--- src/rtl/spi_responder.sv ---
// spi_responder: SPI mode-0 target (CPOL=0, CPHA=0) running entirely in the
// ACLK domain. SCLK, CS_n and MOSI are oversampled through synchronizers and
// their edges are detected in ACLK, so SCLK must be at least 8x slower than ACLK.
//
// Ports
//   ACLK         system clock, all state changes on its rising edge
//   reset        asynchronous, active-high reset
//   SCLK/CS_n/MOSI  SPI inputs from the initiator (asynchronous to ACLK)
//   MISO         serial response data, MSB first, 0 when not selected
//   miso_oe      high while the synchronized select is active
//   tx_data/tx_valid/tx_ready  one-entry response buffer, valid/ready handshake
//   rx_data/rx_valid           last complete frame plus one-cycle update pulse
//   tx_underrun  one-cycle pulse, a frame started with the buffer empty
//   frame_abort  one-cycle pulse, select dropped with a partial frame
module spi_responder #(
    parameter int unsigned DATA_W      = 8,
    parameter int unsigned SYNC_STAGES = 2
) (
    input  logic              ACLK,
    input  logic              reset,
    input  logic              SCLK,
    input  logic              CS_n,
    input  logic              MOSI,
    output logic              MISO,
    output logic              miso_oe,
    input  logic [DATA_W-1:0] tx_data,
    input  logic              tx_valid,
    output logic              tx_ready,
    output logic [DATA_W-1:0] rx_data,
    output logic              rx_valid,
    output logic              tx_underrun,
    output logic              frame_abort
);

    localparam int unsigned CNT_W = $clog2(DATA_W + 1);
    localparam logic [CNT_W-1:0] LAST_BIT = CNT_W'(DATA_W);

    typedef enum logic [1:0] {
        ST_IDLE,
        ST_SHIFT,
        ST_BYTE_DONE
    } state_t;

    // Synchronizers plus one extra registered copy for edge detection
    logic [SYNC_STAGES-1:0] r_sclk_sync;
    logic [SYNC_STAGES-1:0] r_cs_sync;
    logic [SYNC_STAGES-1:0] r_mosi_sync;
    logic                   r_sclk_d;
    logic                   r_cs_d;

    logic w_sclk_s;
    logic w_cs_s;
    logic w_mosi_s;
    logic w_sclk_rise;
    logic w_sclk_fall;
    logic w_cs_fall;
    logic w_cs_rise;

    state_t            r_state;
    logic [CNT_W-1:0]  r_bit_cnt;
    logic [DATA_W-1:0] r_rx_shift;
    logic [DATA_W-1:0] r_tx_shift;
    logic [DATA_W-1:0] r_buf;
    logic              r_buf_full;
    logic [DATA_W-1:0] r_rx_data;
    logic              r_rx_valid;
    logic              r_tx_underrun;
    logic              r_frame_abort;

    logic             w_wr;
    logic             w_load;
    logic [CNT_W-1:0] w_cnt_inc;

    always_ff @(posedge ACLK or posedge reset) begin
        if (reset) begin
            r_sclk_sync <= '0;
            r_cs_sync   <= '1;
            r_mosi_sync <= '0;
            r_sclk_d    <= 1'b0;
            r_cs_d      <= 1'b1;
        end else begin
            r_sclk_sync[0] <= SCLK;
            r_cs_sync[0]   <= CS_n;
            r_mosi_sync[0] <= MOSI;
            for (int unsigned i = 1; i < SYNC_STAGES; i++) begin
                r_sclk_sync[i] <= r_sclk_sync[i-1];
                r_cs_sync[i]   <= r_cs_sync[i-1];
                r_mosi_sync[i] <= r_mosi_sync[i-1];
            end
            r_sclk_d <= w_sclk_s;
            r_cs_d   <= w_cs_s;
        end
    end

    assign w_sclk_s    = r_sclk_sync[SYNC_STAGES-1];
    assign w_cs_s      = r_cs_sync[SYNC_STAGES-1];
    assign w_mosi_s    = r_mosi_sync[SYNC_STAGES-1];
    assign w_sclk_rise =  w_sclk_s & ~r_sclk_d;
    assign w_sclk_fall = ~w_sclk_s &  r_sclk_d;
    assign w_cs_fall   = ~w_cs_s   &  r_cs_d;
    assign w_cs_rise   =  w_cs_s   & ~r_cs_d;

    assign w_wr      = tx_valid & ~r_buf_full;
    assign w_cnt_inc = r_bit_cnt + CNT_W'(1);

    // A frame end coincident with select release goes straight to IDLE and
    // does not consume the buffer, so no reload and no underrun there.
    always_comb begin
        w_load = 1'b0;
        if ((r_state == ST_IDLE) && w_cs_fall)
            w_load = 1'b1;
        else if ((r_state == ST_BYTE_DONE) && !w_cs_rise)
            w_load = 1'b1;
    end

    always_ff @(posedge ACLK or posedge reset) begin
        if (reset) begin
            r_state       <= ST_IDLE;
            r_bit_cnt     <= '0;
            r_rx_shift    <= '0;
            r_tx_shift    <= '0;
            r_buf         <= '0;
            r_buf_full    <= 1'b0;
            r_rx_data     <= '0;
            r_rx_valid    <= 1'b0;
            r_tx_underrun <= 1'b0;
            r_frame_abort <= 1'b0;
        end else begin
            r_rx_valid    <= 1'b0;
            r_tx_underrun <= 1'b0;
            r_frame_abort <= 1'b0;

            // A write in the same cycle as a load hands the load the register's
            // previous contents and keeps the new byte buffered.
            if (w_wr) begin
                r_buf      <= tx_data;
                r_buf_full <= 1'b1;
            end else if (w_load) begin
                r_buf_full <= 1'b0;
            end

            if (w_load) begin
                if (r_buf_full || w_wr) begin
                    r_tx_shift <= r_buf;
                end else begin
                    r_tx_shift    <= '0;
                    r_tx_underrun <= 1'b1;
                end
            end

            case (r_state)
                ST_IDLE: begin
                    if (w_cs_fall) begin
                        r_bit_cnt <= '0;
                        r_state   <= ST_SHIFT;
                    end
                end

                ST_SHIFT: begin
                    if (w_cs_rise) begin
                        if ((r_bit_cnt != '0) && (r_bit_cnt < LAST_BIT))
                            r_frame_abort <= 1'b1;
                        r_bit_cnt <= '0;
                        r_state   <= ST_IDLE;
                    end else if (w_sclk_rise) begin
                        r_rx_shift <= {r_rx_shift[DATA_W-2:0], w_mosi_s};
                        r_bit_cnt  <= w_cnt_inc;
                        if (w_cnt_inc == LAST_BIT)
                            r_state <= ST_BYTE_DONE;
                    end else if (w_sclk_fall && (r_bit_cnt != '0)) begin
                        // The falling edge right after a (re)load would drop
                        // the MSB before it is sampled, hence the count guard.
                        r_tx_shift <= {r_tx_shift[DATA_W-2:0], 1'b0};
                    end
                end

                ST_BYTE_DONE: begin
                    r_rx_data  <= r_rx_shift;
                    r_rx_valid <= 1'b1;
                    r_bit_cnt  <= '0;
                    r_state    <= w_cs_rise ? ST_IDLE : ST_SHIFT;
                end

                default: begin
                    r_bit_cnt <= '0;
                    r_state   <= ST_IDLE;
                end
            endcase
        end
    end

    assign miso_oe     = ~w_cs_s;
    assign MISO        = ~w_cs_s & r_tx_shift[DATA_W-1];
    assign tx_ready    = ~r_buf_full;
    assign rx_data     = r_rx_data;
    assign rx_valid    = r_rx_valid;
    assign tx_underrun = r_tx_underrun;
    assign frame_abort = r_frame_abort;

endmodule

--- config.mk ---
export PLATFORM = sky130hd
export DESIGN_NAME = spi_responder
export DESIGN_NICKNAME = d
export VERILOG_FILES = /design/src/rtl/spi_responder.sv
export SDC_FILE = /design/constraint.sdc
export NUM_CORES = 1
export LEC_CHECK = 0
export BUFFER_PORTS_ARGS = -buffer_cell sky130_fd_sc_hd__buf_2
export CAP_MARGIN = 20
export CORE_MARGIN = 2
export CORE_UTILIZATION = 40
export DETAILED_ROUTE_END_ITERATION = 10
export PLACE_DENSITY = 0.55
export SYNTH_ARGS = -nofsm -noshare
export SYNTH_HDL_FRONTEND = slang
export SYNTH_SLANG_ARGS = --single-unit
--- constraint.sdc ---
create_clock -name ACLK -period 1.6 [get_ports ACLK]
set_input_delay 0.08 -clock ACLK [delete_from_list [all_inputs] [get_ports ACLK]]
set_output_delay 0.08 -clock ACLK [all_outputs]
set_load 0.01 [all_outputs]
==> run summary <==
The run finished with clean final reports. The sort of element at the start of the critical path is a flip-flop. The via count of the first global-routing pass is 1354. The fraction of synthesis flops using an asynchronous set or reset pin came out at 1.00.

The area of the die came out at 0.00568 mm². The startpoint of the most critical setup path is r_cs_d$_DFF_PP1_. The number of nets still failing antenna checks after routing came out at 0. The worst setup path is captured at a flip-flop. The depth of the worst hold-timing path is 2. The net switching power figure is 892 µW.

The critical path crosses 3 cells after its start point. The net count reported at finish came out at 213. The kind of cell with the highest combined delay along the critical path is flip-flops.

The number of vias after detailed routing is 1298. Dividing the detail-routed wire length by the instance count gives 13.0 µm. The largest stage delay on the critical path came out at 0.57 ns. The cell area that synthesis handed to floorplanning was 0.00204 mm². The wire length reported by the detailed router came out at 3.46 mm. The switching share of power came out at 0.274. The number of placement rows is 25. The die extent in y is 75.4 µm.

The leakage power of the design is 1.23 nW. Measured in cells, the most critical reg-to-reg path has a length of 3. The largest net degree at the start of global routing came out at 22.

The final critical-path setup slack is 0.0922 ns. The number of library cell types mapped by synthesis came out at 38. The remaining routing DRC violations came out at 0.

The sequential group share of total power came out at 0.559. The number of warnings printed during yosys synthesis is 0. In the layout the commonest cells are dfrtp_1, buf_2, mux2_2, a21oi_1. The sequential cell area fraction in the yosys report is 0.616. Power spread over the standard cell area amounts to 1310 mW/mm². The x dimension of the die came out at 75.4 µm. In the final layout, the share of cells above drive strength 1 is 0.379.

The highest clock rate came out at 0.663 GHz. The overall overflow remaining after global route came out at 0. The critical path in this run is classified as reg2reg. The setup skew after layout came out at 0.00390 ns.

The number of detailed-route iterations in the first pass came out at 4. The worst supply voltage drop on vdd is 0.891 mV. The count of final hold-check violations came out at 0.

In this run the tightest slew margin relative to its limit is 0.694. The starting utilization of the core area came out at 0.423. Setup repair after global routing left no endpoint under its margin. Across every metal layer, demand over resource in global routing totals 0.143. The number of clock sinks is 50. The HPWL after detailed placement came out at 2.49 mm.

The design draws 3.25 mW. The cell-internal power is 2.36 mW. Walking the worst path, the cells encountered are nand2b_1 > nand3_4 > mux2_1. For the worst-skew pair, the clock arrives at the later sink with an insertion delay of 0.30 ns. The final-report max-slew violation count is 0. The total of flip-flops plus latches after synthesis is 50. At the worst endpoint, the arrival time is 1.69 ns. The final setup violation count is 0. The count of antenna diodes in the layout came out at 0. The number of maximum-capacitance constraint violations came out at 0. The post-synthesis instance total came out at 152.

The largest individual stage delay along the critical path comes from the cell dfstp_2. The final clock period utilization by the worst path is 0.942. Counting every net in the synthesized netlist gives 168. At the end of the flow the core is filled with cells to 0.515. For this run, the leading register cell type out of synthesis is dfrtp_1. The final weighted congestion in routability-driven placement came out at 0.831.

The end of the critical path is r_rx_shift[6]$_DFFE_PP0P_. The data required time at the worst endpoint is 1.79 ns. The root buffer cell is clkbuf_8. The number of enable-type register cells in the synthesized netlist is 0. The worst slack at placement came out at 0.0997 ns. The worst hold path belongs to the class in2reg.

The number of clock buffers added by TritonCTS is 5. The clock period could shrink to 1.51 ns. The final setup TNS is 0 ns. The average footprint of a synthesized cell came out at 13.4 µm². For the pin with the worst max-slew slack, the measured transition is 0.458 ns. The area overhead of the layout relative to synthesis is 21.7%. The area of the core region is 0.00482 mm².

The count of pins on the block boundary is 28. The clock-pin slew on the worst setup and hold paths came out at 0.09 ns. The share of total power dissipated in the clock network is 0.229. The H-tree depth is 2. In this run, the number of DRC markers left after iteration 0 of detailed routing was 45.

The first-pass GRT wire length came out at 6.00 mm. The reg-to-reg critical path endpoint is r_rx_shift[6]$_DFFE_PP0P_. The buffering stage count on the worst path with inverters included came out at 0. The number of buffers between clock root and the deepest sink came out at 2. The most common cell after layout, fill and taps aside is dfrtp_1. The count of buffers inserted at the top-level ports is 27. The number of antenna violations at the first check in global routing was 0.

The worst-path maximum fanout is 13. The combinational fraction of design power came out at 0.212. The worst register-to-register path has a setup slack of 0.09 ns.

The worst register-to-register path begins at r_cs_d$_DFF_PP1_. TritonCTS built the clock tree. The via-per-instance ratio came out at 4.90.
what timing repair did:
item                                   4_1_cts  5_1_grt
endpoints found under the hold margin       26        0
hold buffers                                 8        0
setup endpoints to repair                    0        7
setup buffers                                0        0
resized for setup                            0        1
registers in the layout, summed over array words and instances (netlist names), 2 cells and up:
register,flops
r_state,2
r_buf,8
r_sclk_sync,2
r_mosi_sync,2
r_bit_cnt,4
r_cs_sync,2
r_tx_shift,8
rx_data,8
r_rx_shift,8
power by group through the flow:
stage	Combinational (mW)	Clock, mW	Sequential, mW
after CTS	0.700	0.775	1.82
after global routing	0.782	0.832	1.86
final	0.690	0.744	1.81
after detailed placement	0.683	0	1.84
after floorplan	0.538	0	1.77
after global placement	0.652	0	1.83
synth_stat cells (2+ instances only):
library cell  instances  share of area
dfstp_2               3          0.039
and3_1                2         0.0061
a21oi_1               9          0.022
o21ai_1               2         0.0049
nand2b_1              2         0.0061
a21o_1                2         0.0074
nand2_1               7          0.013
inv_1                 7          0.013
dfrtp_1              47           0.58
nor3_1                2         0.0049
mux2_2               18          0.099
nor2b_1               5          0.015
ha_1                  2          0.012
nor2_1                8          0.015
mux2_4                5          0.037
a22oi_1               7          0.026
buf_2                 3         0.0074
per-layer routing:
metal,global-route usage,share of wire
met3,0.0463,0.043
met1,0.163,0.45
met4,0.0624,0.016
met5,0,0
met2,0.244,0.49
layout make-up:
cell class	count	area, µm²
fill	449	2340
sequential	50	1250
multi-input combinational	90	728
timing repair buffer	42	293
clock buffer	7	86.3
tap	67	83.8
inverter	8	30.0
clock inverter	1	5.00
through the flow:
stage,instance area (µm²),hold slack (ns),std cells
after floorplan,2040,0.0845,152
after detailed placement,2310,0.117,249
after global routing,2480,0.00452,265
final,2480,0.0100,265
after global placement,2310,0.108,249
after CTS,2480,0.000391,265
worst min-delay path by stage:
stage	to	slack (ns)	startpoint
floorplan	r_cs_sync[0]$_DFF_PP1_	0.08	CS_n
global placement	r_buf[2]$_DFFE_PP0P_	0.11	reset
detailed placement	r_buf[1]$_DFFE_PP0P_	0.12	reset
CTS	r_buf[7]$_DFFE_PP0P_	0.0004	tx_data[7]
global route	r_buf[6]$_DFFE_PP0P_	0.005	tx_data[6]
finish	r_buf[7]$_DFFE_PP0P_	0.01	tx_data[7]
cell families (layout without fill, tap and decap cells):
family,Yosys count,after routing,share of synthesized area
simple gates,33,33,0.0933
flops,50,50,0.616
mux,25,25,0.147
compound gates,29,29,0.100
buf+inv,12,58,0.0276
fa+ha+maj,2,2,0.0123
xor+xnor,1,1,0.00430
No activity file was read; power rests on OpenSTA's default activity.
